--- src/rtl/pong_pkg.sv ---
`default_nettype none
// ============================================================================
// Module   : pong_pkg
// Purpose  : Shared types and constants for the pong match controller:
//            FSM state encoding, update-phase indices, score width and a
//            saturating score increment.
// Revision : 1.0 - initial release
// ============================================================================
package pong_pkg;

    localparam int SCORE_W = 4;
    localparam int NUM_PH  = 4;

    // Bit positions of the per-frame update strobes, in issue order
    localparam int PH_PADDLE = 0;
    localparam int PH_BALL   = 1;
    localparam int PH_CENTER = 2;
    localparam int PH_CHECK  = 3;

    // Encoding is also the debug value shown on state_o
    typedef enum logic [2:0] {
        ST_IDLE      = 3'd0,
        ST_SERVE     = 3'd1,
        ST_PLAY      = 3'd2,
        ST_POINT     = 3'd3,
        ST_GAME_OVER = 3'd4
    } state_t;

    // Add one point but never pass the winning score
    function automatic logic [SCORE_W-1:0] score_inc(
        input logic [SCORE_W-1:0] score,
        input logic [SCORE_W-1:0] limit
    );
        return (score >= limit) ? score : score + 1'b1;
    endfunction

endpackage
`default_nettype wire

--- src/rtl/pong_match_ctrl_if.sv ---
`default_nettype none
// ============================================================================
// Module   : pong_match_ctrl_if
// Purpose  : Bundle of tick/button/miss inputs and phase-strobe, score and
//            status outputs between the match controller and the game top.
// Revision : 1.0 - initial release
// ============================================================================
interface pong_match_ctrl_if;
    import pong_pkg::*;

    logic               tick;
    logic               start;
    logic               miss_left;
    logic               miss_right;
    logic               ph_paddle;
    logic               ph_ball;
    logic               ph_center;
    logic               ph_check;
    logic               ball_reset;
    logic               serve_dir;
    logic [SCORE_W-1:0] score_p1;
    logic [SCORE_W-1:0] score_p2;
    logic [2:0]         state_o;
    logic               game_over;
    logic               winner;
    logic               overrun;

    // Game top / tick source side
    modport master (
        output tick, start, miss_left, miss_right,
        input  ph_paddle, ph_ball, ph_center, ph_check, ball_reset, serve_dir,
        input  score_p1, score_p2, state_o, game_over, winner, overrun
    );

    // Match controller side
    modport slave (
        input  tick, start, miss_left, miss_right,
        output ph_paddle, ph_ball, ph_center, ph_check, ball_reset, serve_dir,
        output score_p1, score_p2, state_o, game_over, winner, overrun
    );

endinterface
`default_nettype wire

--- src/rtl/pong_match_ctrl_phase_seq.sv ---
`default_nettype none
// ============================================================================
// Module   : pong_phase_seq
// Purpose  : One-hot update-phase sequencer. A go pulse launches either the
//            full paddle/ball/center/check train or a single paddle strobe.
// Revision : 1.0 - initial release
// ============================================================================
module pong_phase_seq
    import pong_pkg::*;
(
    input  wire logic              clk,
    input  wire logic              reset,
    input  wire logic              go,
    input  wire logic              full,
    output logic [NUM_PH-1:0]      strobe,
    output logic                   busy
);

    logic [NUM_PH-1:0] phase_q, phase_d;
    logic              full_q, full_d;

    assign busy   = |phase_q;
    assign strobe = phase_q;

    // Launch a new train when idle, otherwise walk the token toward check
    always_comb begin
        phase_d = '0;
        full_d  = full_q;
        if (go && !busy) begin
            phase_d[PH_PADDLE] = 1'b1;
            full_d             = full;
        end else if (full_q) begin
            phase_d = phase_q << 1;
        end
    end

    // Phase token register; reset kills any train in flight
    always_ff @(posedge clk) begin
        if (reset) begin
            phase_q <= '0;
            full_q  <= 1'b0;
        end else begin
            phase_q <= phase_d;
            full_q  <= full_d;
        end
    end

endmodule
`default_nettype wire

--- src/rtl/pong_match_ctrl.sv ---
`default_nettype none
// ============================================================================
// Module   : pong_match_ctrl
// Purpose  : Match scheduler: serve countdown, per-frame phase sequencing,
//            scoring, post-point pause and winner detection.
// Revision : 1.0 - initial release
// ============================================================================
module pong_match_ctrl
    import pong_pkg::*;
#(
    parameter int WIN_SCORE   = 7,
    parameter int SERVE_TICKS = 60,
    parameter int POINT_TICKS = 90,
    parameter int CNT_W       = 8
) (
    input  wire logic          clk,
    input  wire logic          reset,
    pong_match_ctrl_if.slave   bus
);

    localparam logic [SCORE_W-1:0] WIN_VAL    = SCORE_W'(WIN_SCORE);
    localparam logic [CNT_W-1:0]   SERVE_LOAD = CNT_W'(SERVE_TICKS);
    localparam logic [CNT_W-1:0]   POINT_LOAD = CNT_W'(POINT_TICKS);
    localparam logic [CNT_W-1:0]   CNT_ONE    = CNT_W'(1);

    state_t             state_q, state_d;
    logic [SCORE_W-1:0] score_p1_q, score_p1_d;
    logic [SCORE_W-1:0] score_p2_q, score_p2_d;
    logic [CNT_W-1:0]   cnt_q, cnt_d;
    logic               serve_dir_q, serve_dir_d;
    logic               winner_q, winner_d;
    logic               overrun_q, overrun_d;
    logic               ball_reset_q, ball_reset_d;
    logic               start_prev_q, start_prev_d;

    logic [NUM_PH-1:0]  seq_strobe;
    logic               seq_busy;
    logic               tick_ok;
    logic               seq_go;
    logic               seq_full;
    logic               start_rise;

    // A tick is only honoured when no phase train is in flight
    assign tick_ok    = bus.tick && !seq_busy;
    assign seq_go     = tick_ok && (state_q != ST_IDLE);
    assign seq_full   = (state_q == ST_PLAY);
    assign start_rise = bus.start && !start_prev_q;

    pong_phase_seq u_seq (
        .clk    (clk),
        .reset  (reset),
        .go     (seq_go),
        .full   (seq_full),
        .strobe (seq_strobe),
        .busy   (seq_busy)
    );

    // Next-state, scoring and countdown decisions
    always_comb begin
        state_d      = state_q;
        score_p1_d   = score_p1_q;
        score_p2_d   = score_p2_q;
        cnt_d        = cnt_q;
        serve_dir_d  = serve_dir_q;
        winner_d     = winner_q;
        overrun_d    = overrun_q | (bus.tick & seq_busy);
        ball_reset_d = 1'b0;
        start_prev_d = bus.start;

        case (state_q)
            ST_IDLE, ST_GAME_OVER: begin
                if (start_rise) begin
                    state_d      = ST_SERVE;
                    score_p1_d   = '0;
                    score_p2_d   = '0;
                    serve_dir_d  = 1'b1;
                    cnt_d        = SERVE_LOAD;
                    ball_reset_d = 1'b1;
                end
            end
            ST_SERVE: begin
                if (tick_ok) begin
                    if (cnt_q <= CNT_ONE) begin
                        cnt_d   = '0;
                        state_d = ST_PLAY;
                    end else begin
                        cnt_d = cnt_q - CNT_ONE;
                    end
                end
            end
            ST_PLAY: begin
                if (seq_strobe[PH_CHECK] && (bus.miss_left || bus.miss_right)) begin
                    state_d = ST_POINT;
                    cnt_d   = POINT_LOAD;
                    if (bus.miss_left && !bus.miss_right) begin
                        score_p2_d  = score_inc(score_p2_q, WIN_VAL);
                        serve_dir_d = 1'b0;
                        if (score_p2_d == WIN_VAL) begin
                            state_d  = ST_GAME_OVER;
                            winner_d = 1'b1;
                        end
                    end else if (bus.miss_right && !bus.miss_left) begin
                        score_p1_d  = score_inc(score_p1_q, WIN_VAL);
                        serve_dir_d = 1'b1;
                        if (score_p1_d == WIN_VAL) begin
                            state_d  = ST_GAME_OVER;
                            winner_d = 1'b0;
                        end
                    end
                end
            end
            ST_POINT: begin
                if (tick_ok) begin
                    if (cnt_q <= CNT_ONE) begin
                        state_d      = ST_SERVE;
                        cnt_d        = SERVE_LOAD;
                        ball_reset_d = 1'b1;
                    end else begin
                        cnt_d = cnt_q - CNT_ONE;
                    end
                end
            end
            default: state_d = ST_IDLE;
        endcase
    end

    // Match state registers
    always_ff @(posedge clk) begin
        if (reset) begin
            state_q      <= ST_IDLE;
            score_p1_q   <= '0;
            score_p2_q   <= '0;
            cnt_q        <= '0;
            serve_dir_q  <= 1'b1;
            winner_q     <= 1'b0;
            overrun_q    <= 1'b0;
            ball_reset_q <= 1'b0;
            start_prev_q <= 1'b0;
        end else begin
            state_q      <= state_d;
            score_p1_q   <= score_p1_d;
            score_p2_q   <= score_p2_d;
            cnt_q        <= cnt_d;
            serve_dir_q  <= serve_dir_d;
            winner_q     <= winner_d;
            overrun_q    <= overrun_d;
            ball_reset_q <= ball_reset_d;
            start_prev_q <= start_prev_d;
        end
    end

    assign bus.ph_paddle  = seq_strobe[PH_PADDLE];
    assign bus.ph_ball    = seq_strobe[PH_BALL];
    assign bus.ph_center  = seq_strobe[PH_CENTER];
    assign bus.ph_check   = seq_strobe[PH_CHECK];
    assign bus.ball_reset = ball_reset_q;
    assign bus.serve_dir  = serve_dir_q;
    assign bus.score_p1   = score_p1_q;
    assign bus.score_p2   = score_p2_q;
    assign bus.state_o    = state_q;
    assign bus.game_over  = (state_q == ST_GAME_OVER);
    assign bus.winner     = winner_q;
    assign bus.overrun    = overrun_q;

endmodule
`default_nettype wire

--- src/flat_wrapper.sv ---
// flat-port wrapper written by rule: the top's interface ports become plain ports
module pong_match_ctrl_flat import pong_pkg::*;
#(
    parameter int WIN_SCORE   = 7,
    parameter int SERVE_TICKS = 60,
    parameter int POINT_TICKS = 90,
    parameter int CNT_W       = 8
)
  (clk, reset, bus_tick, bus_start, bus_miss_left, bus_miss_right, bus_ph_paddle, bus_ph_ball, bus_ph_center, bus_ph_check, bus_ball_reset, bus_serve_dir, bus_score_p1, bus_score_p2, bus_state_o, bus_game_over, bus_winner, bus_overrun);
  pong_match_ctrl_if bus_i ();
  input  wire logic clk;
  input  wire logic reset;
  input wire logic [$bits(bus_i.tick)-1:0] bus_tick;
  input wire logic [$bits(bus_i.start)-1:0] bus_start;
  input wire logic [$bits(bus_i.miss_left)-1:0] bus_miss_left;
  input wire logic [$bits(bus_i.miss_right)-1:0] bus_miss_right;
  output wire logic [$bits(bus_i.ph_paddle)-1:0] bus_ph_paddle;
  output wire logic [$bits(bus_i.ph_ball)-1:0] bus_ph_ball;
  output wire logic [$bits(bus_i.ph_center)-1:0] bus_ph_center;
  output wire logic [$bits(bus_i.ph_check)-1:0] bus_ph_check;
  output wire logic [$bits(bus_i.ball_reset)-1:0] bus_ball_reset;
  output wire logic [$bits(bus_i.serve_dir)-1:0] bus_serve_dir;
  output wire logic [$bits(bus_i.score_p1)-1:0] bus_score_p1;
  output wire logic [$bits(bus_i.score_p2)-1:0] bus_score_p2;
  output wire logic [$bits(bus_i.state_o)-1:0] bus_state_o;
  output wire logic [$bits(bus_i.game_over)-1:0] bus_game_over;
  output wire logic [$bits(bus_i.winner)-1:0] bus_winner;
  output wire logic [$bits(bus_i.overrun)-1:0] bus_overrun;
  assign bus_i.tick = bus_tick;
  assign bus_i.start = bus_start;
  assign bus_i.miss_left = bus_miss_left;
  assign bus_i.miss_right = bus_miss_right;
  assign bus_ph_paddle = bus_i.ph_paddle;
  assign bus_ph_ball = bus_i.ph_ball;
  assign bus_ph_center = bus_i.ph_center;
  assign bus_ph_check = bus_i.ph_check;
  assign bus_ball_reset = bus_i.ball_reset;
  assign bus_serve_dir = bus_i.serve_dir;
  assign bus_score_p1 = bus_i.score_p1;
  assign bus_score_p2 = bus_i.score_p2;
  assign bus_state_o = bus_i.state_o;
  assign bus_game_over = bus_i.game_over;
  assign bus_winner = bus_i.winner;
  assign bus_overrun = bus_i.overrun;
  pong_match_ctrl #(.WIN_SCORE(WIN_SCORE), .SERVE_TICKS(SERVE_TICKS), .POINT_TICKS(POINT_TICKS), .CNT_W(CNT_W)) u_core (.clk(clk), .reset(reset), .bus(bus_i));
endmodule
--- config.mk ---
export PLATFORM = sky130hd
export DESIGN_NAME = pong_match_ctrl_flat
export DESIGN_NICKNAME = d
export VERILOG_FILES = /design/src/rtl/pong_pkg.sv /design/src/rtl/pong_match_ctrl_if.sv /design/src/rtl/pong_match_ctrl_phase_seq.sv /design/src/rtl/pong_match_ctrl.sv /design/src/flat_wrapper.sv
export SDC_FILE = /design/constraint.sdc
export NUM_CORES = 1
export LEC_CHECK = 0
export BUFFER_PORTS_ARGS = -buffer_cell sky130_fd_sc_hd__buf_4
export CAP_MARGIN = 20
export CORE_MARGIN = 10
export CORE_UTILIZATION = 60
export DETAILED_ROUTE_END_ITERATION = 6
export GPL_TIMING_DRIVEN = 0
export PLACE_DENSITY = 0.95
export SYNTH_ARGS = -nofsm -noshare
export SYNTH_HDL_FRONTEND = slang
export SYNTH_SLANG_ARGS = --single-unit
--- constraint.sdc ---
create_clock -name clk -period 5 [get_ports clk]
set_input_delay 1.25 -clock clk [delete_from_list [all_inputs] [get_ports clk]]
set_output_delay 1.25 -clock clk [all_outputs]
set_load 0.01 [all_outputs]
==> flow_summary.toml, run 1 <==
[outcome]
status = "complete, no violations"

[power]
comb_power_share_pct = 20.7
cellInternalPower_uw = 414
p_clk_share_pct = 35.7
swShare_pct = 28.1
irDropWorstVdd_uv = 339
leakage_nw = 0.789
power_density_mw_per_mm2 = 298
seqPwrFrac_pct = 43.5
power_switching_uw = 162

[critical_path]
path_buf_inv = 3
path_cells = "clkbuf_1 -> clkbuf_1 -> nor3b_1 -> buf_4"
crit_path_frequent_cell = "clkbuf_1"
slowest_delay_ps = 350
cp-end-kind = "output pin"
slowest_stage = "nor3b_1"
startpoint_type = "flip-flop"
r2r_slack_ps = 2810
path_class = "reg2out"
worstPathMaxFanout = 10
cp.required_ps = 3750
cpLargestDelayFamily = "buffers and inverters"
cp_data_arrival_time_ps = 1640

[detailed_routing]
via_per_inst = 6.11
vias = 1576
wire_per_inst_um = 15.4
ant_nets = 0
wl_mm = 3.96
drtIter0Drc = 109
drt_pre_antenna_iters = 4
drcViolationCount = 0

[timing]
fin_crit_sh_pct = 57.7
timing.setup.tns_ps = 0
slew_headroom_pct = 55.6
worst_pin_slew_ps = 661
slew_violations = 0
period_minus_slack_ps = 2890
fmax_mhz = 347
skew_ps = 7.60
finalWorstSetupSlack_ps = 2110
setup_viol_count_final = 0
grt_setup_unrepaired = "no"
hold_violations = 0

[clock_network]
cts_hold_buf = 0
cts_setup_buffers = 0
clkTransAtPathRegs_ps = 100
cts_resized = 0
insertion_delay_ps = 340
cts_tree = "done"
clockRootBuffer = "clkbuf_4"
cts_buffers = 5
cts.sinks = 29
clk_path_buf_depth = 2
htree_num_levels = 2

[synth]
synth-main-ff-cell = "dfxtp_1"
synth_edf_count = 0
yosys-top-cells-area = "dfxtp_1 (36%), ha_1 (5.4%), a21oi_1 (4.6%), nor3_1 (4.6%), nor2_1 (4.4%)"
yosysUniqueCellTypes = 46
async_reset_ff_share_pct = 0
ys_warn_count = 0
syn_avg_cell_area_um2 = 8.29
seq_area_frac_synth_pct = 35.7
synth_top_area_share_pct = 35.7
synthCells = 196
yosysTopAreaCell = "dfxtp_1"
synthesis.area_mm2 = 0.00162
synth.ff_latch_count = 29
synth_nets = 209

[final_layout]
multiInputGateArea_um2 = 976
regArea_um2 = 581
diodes = 0
fillCellCount = 186
syn2layout_area_growth_pct = 18.9
drive_gt1_share_pct = 18.9
fin_nets = 240
final_area_mm2 = 0.00193

[floorplanning]
fp-row-count = 18
die-area_mm2 = 0.00519
die_w_um = 72.0
core-area_mm2 = 0.00252
die_h_um = 72.0
ios = 26
start_util_pct = 64.4

[placement]
routabilityCongestion = 0.893
placed_area_mm2 = 0.00184
portBuffers = 24
pre_cts_ws_ps = 1880
hpwlAfterDp_mm = 2.93

[global_route]
grt_pass1_vias = 1469
grt-ovfl-total = 0
grt_use_total_pct = 15.5
grt_first_pass_wirelength_mm = 6.66
grt_max_degree = 11
grt_antenna_before_repair = 0

[worst_hold_path]
hp-class = "reg2reg"

[job]
drv_cap = 0
[stage by stage]
stage | hold WS (ps) | std cells | power [mW] | utilization (%)
finish | 487 | 258 | 0.576 | 76.5
detailed placement | 473 | 250 | 0.373 | 73.0
global route | 519 | 258 | 0.601 | 76.5
floorplan | 478 | 196 | 0.346 | -
CTS | 488 | 258 | 0.575 | 76.5
global placement | 450 | 250 | 0.370 | 73.0
[flip-flops by register name, summed over array words and instances, names as in the netlist]
signal	count
u_core.bus.winner	1
u_core.start_prev_q	1
u_core.bus.serve_dir	1
u_core.bus.score_p2	4
u_core.bus.ball_reset	1
u_core.cnt_q	8
u_core.bus.state_o	3
u_core.bus.score_p1	4
u_core.u_seq.full_q	1
u_core.bus.overrun	1
u_core.u_seq.strobe	4
[final cells by class]
cell class,instances,share of cell area [%]
multi-input cells,151,50.6
flip-flops and latches,29,30.1
repair buffers,24,9.33
clock buffers,6,2.66
plain buffers,9,2.14
clock inverters,2,1.94
well taps,30,1.94
inverters,7,1.36
[logic make-up after synthesis]
group                      after synthesis  synth area share (%)
xor gates and xnor gates                 6                  3.24
buffers and inverters                   16                  4.16
adders and majority gates                7                  5.39
muxes                                    5                  3.24
DFF                                     29                  35.7
AOI/OAI and AO/OA                       40                  16.0
and+or+nand+nor                         93                  32.2
[final timing paths]
kind                            depth (start not counted)                 to                    from
worst max register to register                          5    u_core.cnt_q[7]  u_core.u_seq.strobe[3]
worst min register to register                          2  u_core.bus.winner       u_core.bus.winner
worst max-delay path                                    4      bus_game_over   u_core.bus.state_o[0]
worst min-delay path                                    2  u_core.bus.winner       u_core.bus.winner
[layout by cell type (no fill, tap or decap), types with 2 or more instances in the layout]
cell type  netlist  routed
dfxtp_1         29      29
buf_4            0      24
nor2_1          19      19
nand2_1         15      15
a21oi_1         15      15
nor3_1          15      15
clkbuf_1         8       8
inv_1            7       7
ha_1             7       7
xnor2_1          6       6
clkbuf_4         0       5
nor3b_1          4       4
nor2b_1          4       4
nand2b_1         4       4
and2_1           4       4
a211oi_1         4       4
or3_1            3       3
nand3b_1         3       3
or3b_2           3       3
mux2i_1          3       3
nor4_1           3       3
a31oi_1          3       3
nand4bb_1        2       2
mux2_2           2       2
or4_1            2       2
or4_4            2       2
or2_2            2       2
o21bai_1         2       2
a21o_1           2       2
o21ai_0          2       2
o31ai_1          2       2
nand4_1          2       2
a211o_1          2       2
[worst register-to-register path, stage by stage, from the launching register on]
cell,delay [ps]
dfxtp_1,390
or4_1,550
nor3_1,380
clkbuf_1,400
a21boi_0,160
o21a_1,210
[synthesized netlist by cell type (2+ instances only)]
library cell	number
a211o_1	2
nor3_1	15
nand4_1	2
nand4bb_1	2
o31ai_1	2
o21bai_1	2
mux2_2	2
or4_4	2
ha_1	7
nor2_1	19
nand2_1	15
mux2i_1	3
nand2b_1	4
o21ai_0	2
or2_2	2
or4_1	2
nand3b_1	3
a21oi_1	15
nor4_1	3
nor2b_1	4
and2_1	4
or3_1	3
inv_1	7
a21o_1	2
or3b_2	3
a31oi_1	3
xnor2_1	6
clkbuf_1	8
nor3b_1	4
dfxtp_1	29
a211oi_1	4
[power groups by stage]
| stage | Clock [mW] | Sequential [mW] | Combinational [mW] |
|---|---|---|---|
| floorplan | 0 | 0.255 | 0.0917 |
| global placement | 0 | 0.255 | 0.115 |
| detailed placement | 0 | 0.256 | 0.117 |
| CTS | 0.206 | 0.251 | 0.118 |
| global route | 0.216 | 0.252 | 0.133 |
| finish | 0.206 | 0.251 | 0.119 |
[metal layers]
metal / vias to the layer above / track usage (%) / part of all wire (%)
li1: 771 / - / -
met1: 723 / 18.5 / 43
met4: 0 / 7.96 / 3.1
met3: 15 / 5.58 / 8.6
met2: 67 / 23.7 / 45
met5: - / 0 / 0
Power figures use the tool's default switching activity.
==> run 2, diff against run 1 <==
--- a/config.mk
+++ b/config.mk
@@ -5,13 +5,14 @@
 export SDC_FILE = /design/constraint.sdc
 export NUM_CORES = 1
 export LEC_CHECK = 0
+export ABC_AREA = 1
 export BUFFER_PORTS_ARGS = -buffer_cell sky130_fd_sc_hd__buf_4
 export CAP_MARGIN = 20
 export CORE_MARGIN = 10
-export CORE_UTILIZATION = 60
+export CORE_UTILIZATION = 56
 export DETAILED_ROUTE_END_ITERATION = 6
 export GPL_TIMING_DRIVEN = 0
-export PLACE_DENSITY = 0.95
+export PLACE_DENSITY = 0.9
 export SYNTH_ARGS = -nofsm -noshare
 export SYNTH_HDL_FRONTEND = slang
 export SYNTH_SLANG_ARGS = --single-unit
==> constraint.sdc (replaced) <==
create_clock -name clk -period 2.7 [get_ports clk]
set_input_delay 0.675 -clock clk [delete_from_list [all_inputs] [get_ports clk]]
set_output_delay 0.675 -clock clk [all_outputs]
set_load 0.01 [all_outputs]
==> run 2 against run 1 <==
Cell count rose by 22%. Count of clock-buffer cells in the layout did not move. Critical path type unchanged. Core utilization fell by 7.0 points. Wire length fell by 7.1%. Non-clock buffer count fell by 7. Power rose to 2.9 times the previous value. Clock power rose by 22%. Cell area rose by 1.1%. Via count rose by 2.7%. Critical path depth did not move. Synthesized cell count rose by 28%. Global-route usage fell by 1.7 points.
==> flow_summary.toml, run 2 <==
[final_layout]
fin_nets = 295
fillCellCount = 246
final_cell_mix = "nand2_1 (65), inv_1 (37), dfxtp_1 (29)"
utilization_pct = 69.6
stdcell_count = 314
syn2layout_area_growth_pct = 16.1
regMostFlops = "u_core.cnt_q"
layout_commonest_cell = "nand2_1"
regArea_um2 = 581
largest_register_ffs = 8
multiInputGateArea_um2 = 941
drive_gt1_share_pct = 17.3
diodes = 0

[floorplanning]
start_util_pct = 59.9
core-area_mm2 = 0.00281
die-area_mm2 = 0.00560
die_w_um = 74.8
ios = 26
die_h_um = 74.8
fp-row-count = 19

[critical_path]
slowest_stage = "dfxtp_1"
cp.required_ps = 2030
path_buf_inv = 2
slowest_delay_ps = 380
cpLargestDelayFamily = "simple AND/OR/NAND/NOR gates"
cp-end-kind = "output pin"
path_class = "reg2out"
cp_data_arrival_time_ps = 1360
worstPathMaxFanout = 6
path_cells = "nor2_2 -> inv_1 -> nor2_1 -> buf_4"
startpoint_type = "flip-flop"

[synth]
synth-main-ff-cell = "dfxtp_1"
yosys-top-cells-area = "dfxtp_1 (35%), nand2_1 (15%), inv_1 (8.3%), a21oi_1 (6.8%), nor2_1 (5.8%)"
ys_top_cells_by_count = "nand2_1 (65), inv_1 (37), dfxtp_1 (29), nor2_1 (26), a21oi_1 (23)"
synthesis.area_mm2 = 0.00168
synth_top_area_share_pct = 34.5
seq_area_frac_synth_pct = 34.5
ys_warn_count = 0
synth_nets = 264
yosysUniqueCellTypes = 27
syn_avg_cell_area_um2 = 6.70
yosysTopAreaCell = "dfxtp_1"
synth_edf_count = 0
synthCells = 251
async_reset_ff_share_pct = 0
synth.ff_latch_count = 29
yosysMostFrequentCell = "nand2_1"

[placement]
routabilityCongestion = 0.845
hpwlAfterDp_mm = 2.81
portBuffers = 24
placed_cells = 306

[worst_hold_path]
hp-class = "reg2reg"

[power]
irDropWorstVdd_uv = 597
power_density_mw_per_mm2 = 857
leakage_nw = 0.887
power_mw = 1.67

[clock_network]
clk_path_buf_depth = 2
cts_tree = "done"
clkTransAtPathRegs_ps = 100
cts_hold_buf = 0
cts_buffers = 5
cts_resized = 0
cts.sinks = 29
clockRootBuffer = "clkbuf_4"
cts_setup_buffers = 0
htree_num_levels = 2
insertion_delay_ps = 330

[detailed_routing]
vias = 1618
wire_per_inst_um = 11.7
wl_mm = 3.68
drt_pre_antenna_iters = 4
drcViolationCount = 0
via_per_inst = 5.15
drtIter0Drc = 143
ant_nets = 0

[job]
drv_cap = 0

[timing]
skew_ps = 8.88
slew_headroom_pct = 58.8
fin_crit_sh_pct = 75.5
period_minus_slack_ps = 2040
slew_violations = 0
setup_viol_count_final = 0
timing.setup.tns_ps = 0
worst_pin_slew_ps = 613
grt_setup_unrepaired = "no"
hold_violations = 0
fmax_mhz = 490

[global_route]
grt_first_pass_wirelength_mm = 6.18
grt_antenna_before_repair = 0
grt_use_total_pct = 13.8
grt_pass1_vias = 1463
grt-ovfl-total = 0
grt_max_degree = 11

[outcome]
status = "complete, no violations"
## run 2: changes by cell type in the layout (fill, tap and decap cells not counted), sizes merged, moves of 6 or more
| cell | previous run | this run |
|---|---|---|
| xnor2 | 6 | 0 |
| inv | 7 | 39 |
| a21oi | 15 | 23 |
| nand2 | 15 | 70 |
| nor2 | 20 | 32 |
| o21ai | 2 | 13 |
| clkbuf | 14 | 8 |
| nand3 | 1 | 17 |
| nor3 | 15 | 5 |
## run 2: where the power goes
part           switching (mW)  internal [mW]  leakage, nW
sequential             0.0671          0.505        0.236
combinational           0.541          0.308        0.619
clock                   0.153         0.0989       0.0320
total                   0.760          0.912        0.887
## run 2: logic make-up after synthesis
kind of cell | count (synthesis) | share of synthesized area (%)
adders and majority gates | 7 | 5.21
and+or+nand+nor | 130 | 36.3
AOI/OAI and AO/OA | 39 | 12.4
xor gates and xnor gates | 4 | 2.08
DFF | 29 | 34.5
buffers and inverters | 42 | 9.52
## run 2: path summary, 6_finish.rpt
check	end	cells after the start	startpoint	slack (ps)
setup / recovery	bus_game_over	4	u_core.bus.state_o[0]	660
hold / removal	u_core.u_seq.strobe[3]	2	u_core.u_seq.strobe[2]	450
setup reg to reg	u_core.cnt_q[6]	9	u_core.cnt_q[0]	1060
hold reg to reg	u_core.u_seq.strobe[3]	2	u_core.u_seq.strobe[2]	450
## run 2: final cells by class
class                      count  area share, %
sequential                    29           29.7
inverter                      40           7.82
buffer                         2          0.385
timing repair buffer          24           9.23
clock inverter                 2          0.513
multi-input combinational    180           48.2
clock buffer                   6           2.12
tap                           31           1.99
## run 2: per-stage QoR
stage	cell area [um2]	worst slack (ps)	hold slack, ps
2_1_floorplan	1680	839	445
6_report	1950	661	454
3_5_place_dp	1900	612	442
4_1_cts	1950	660	456
5_1_grt	1950	519	464
3_3_place_gp	1900	617	434
## run 2: metal layers
metal  GRT usage, %  vias up  wire length [um]
met2           22.2       28              1760
met3           4.47       10               156
met4           6.51        0                85
met5              0        -                 0
li1               -      864                 -
met1           16.3      716              1680
## run 2: worst min-delay path, delay by kind of cell, from the launching register on
kind	cells	cell delay (ps)
buffers and inverters	1	50
flip-flops	1	330
AND/OR/NAND/NOR	1	30
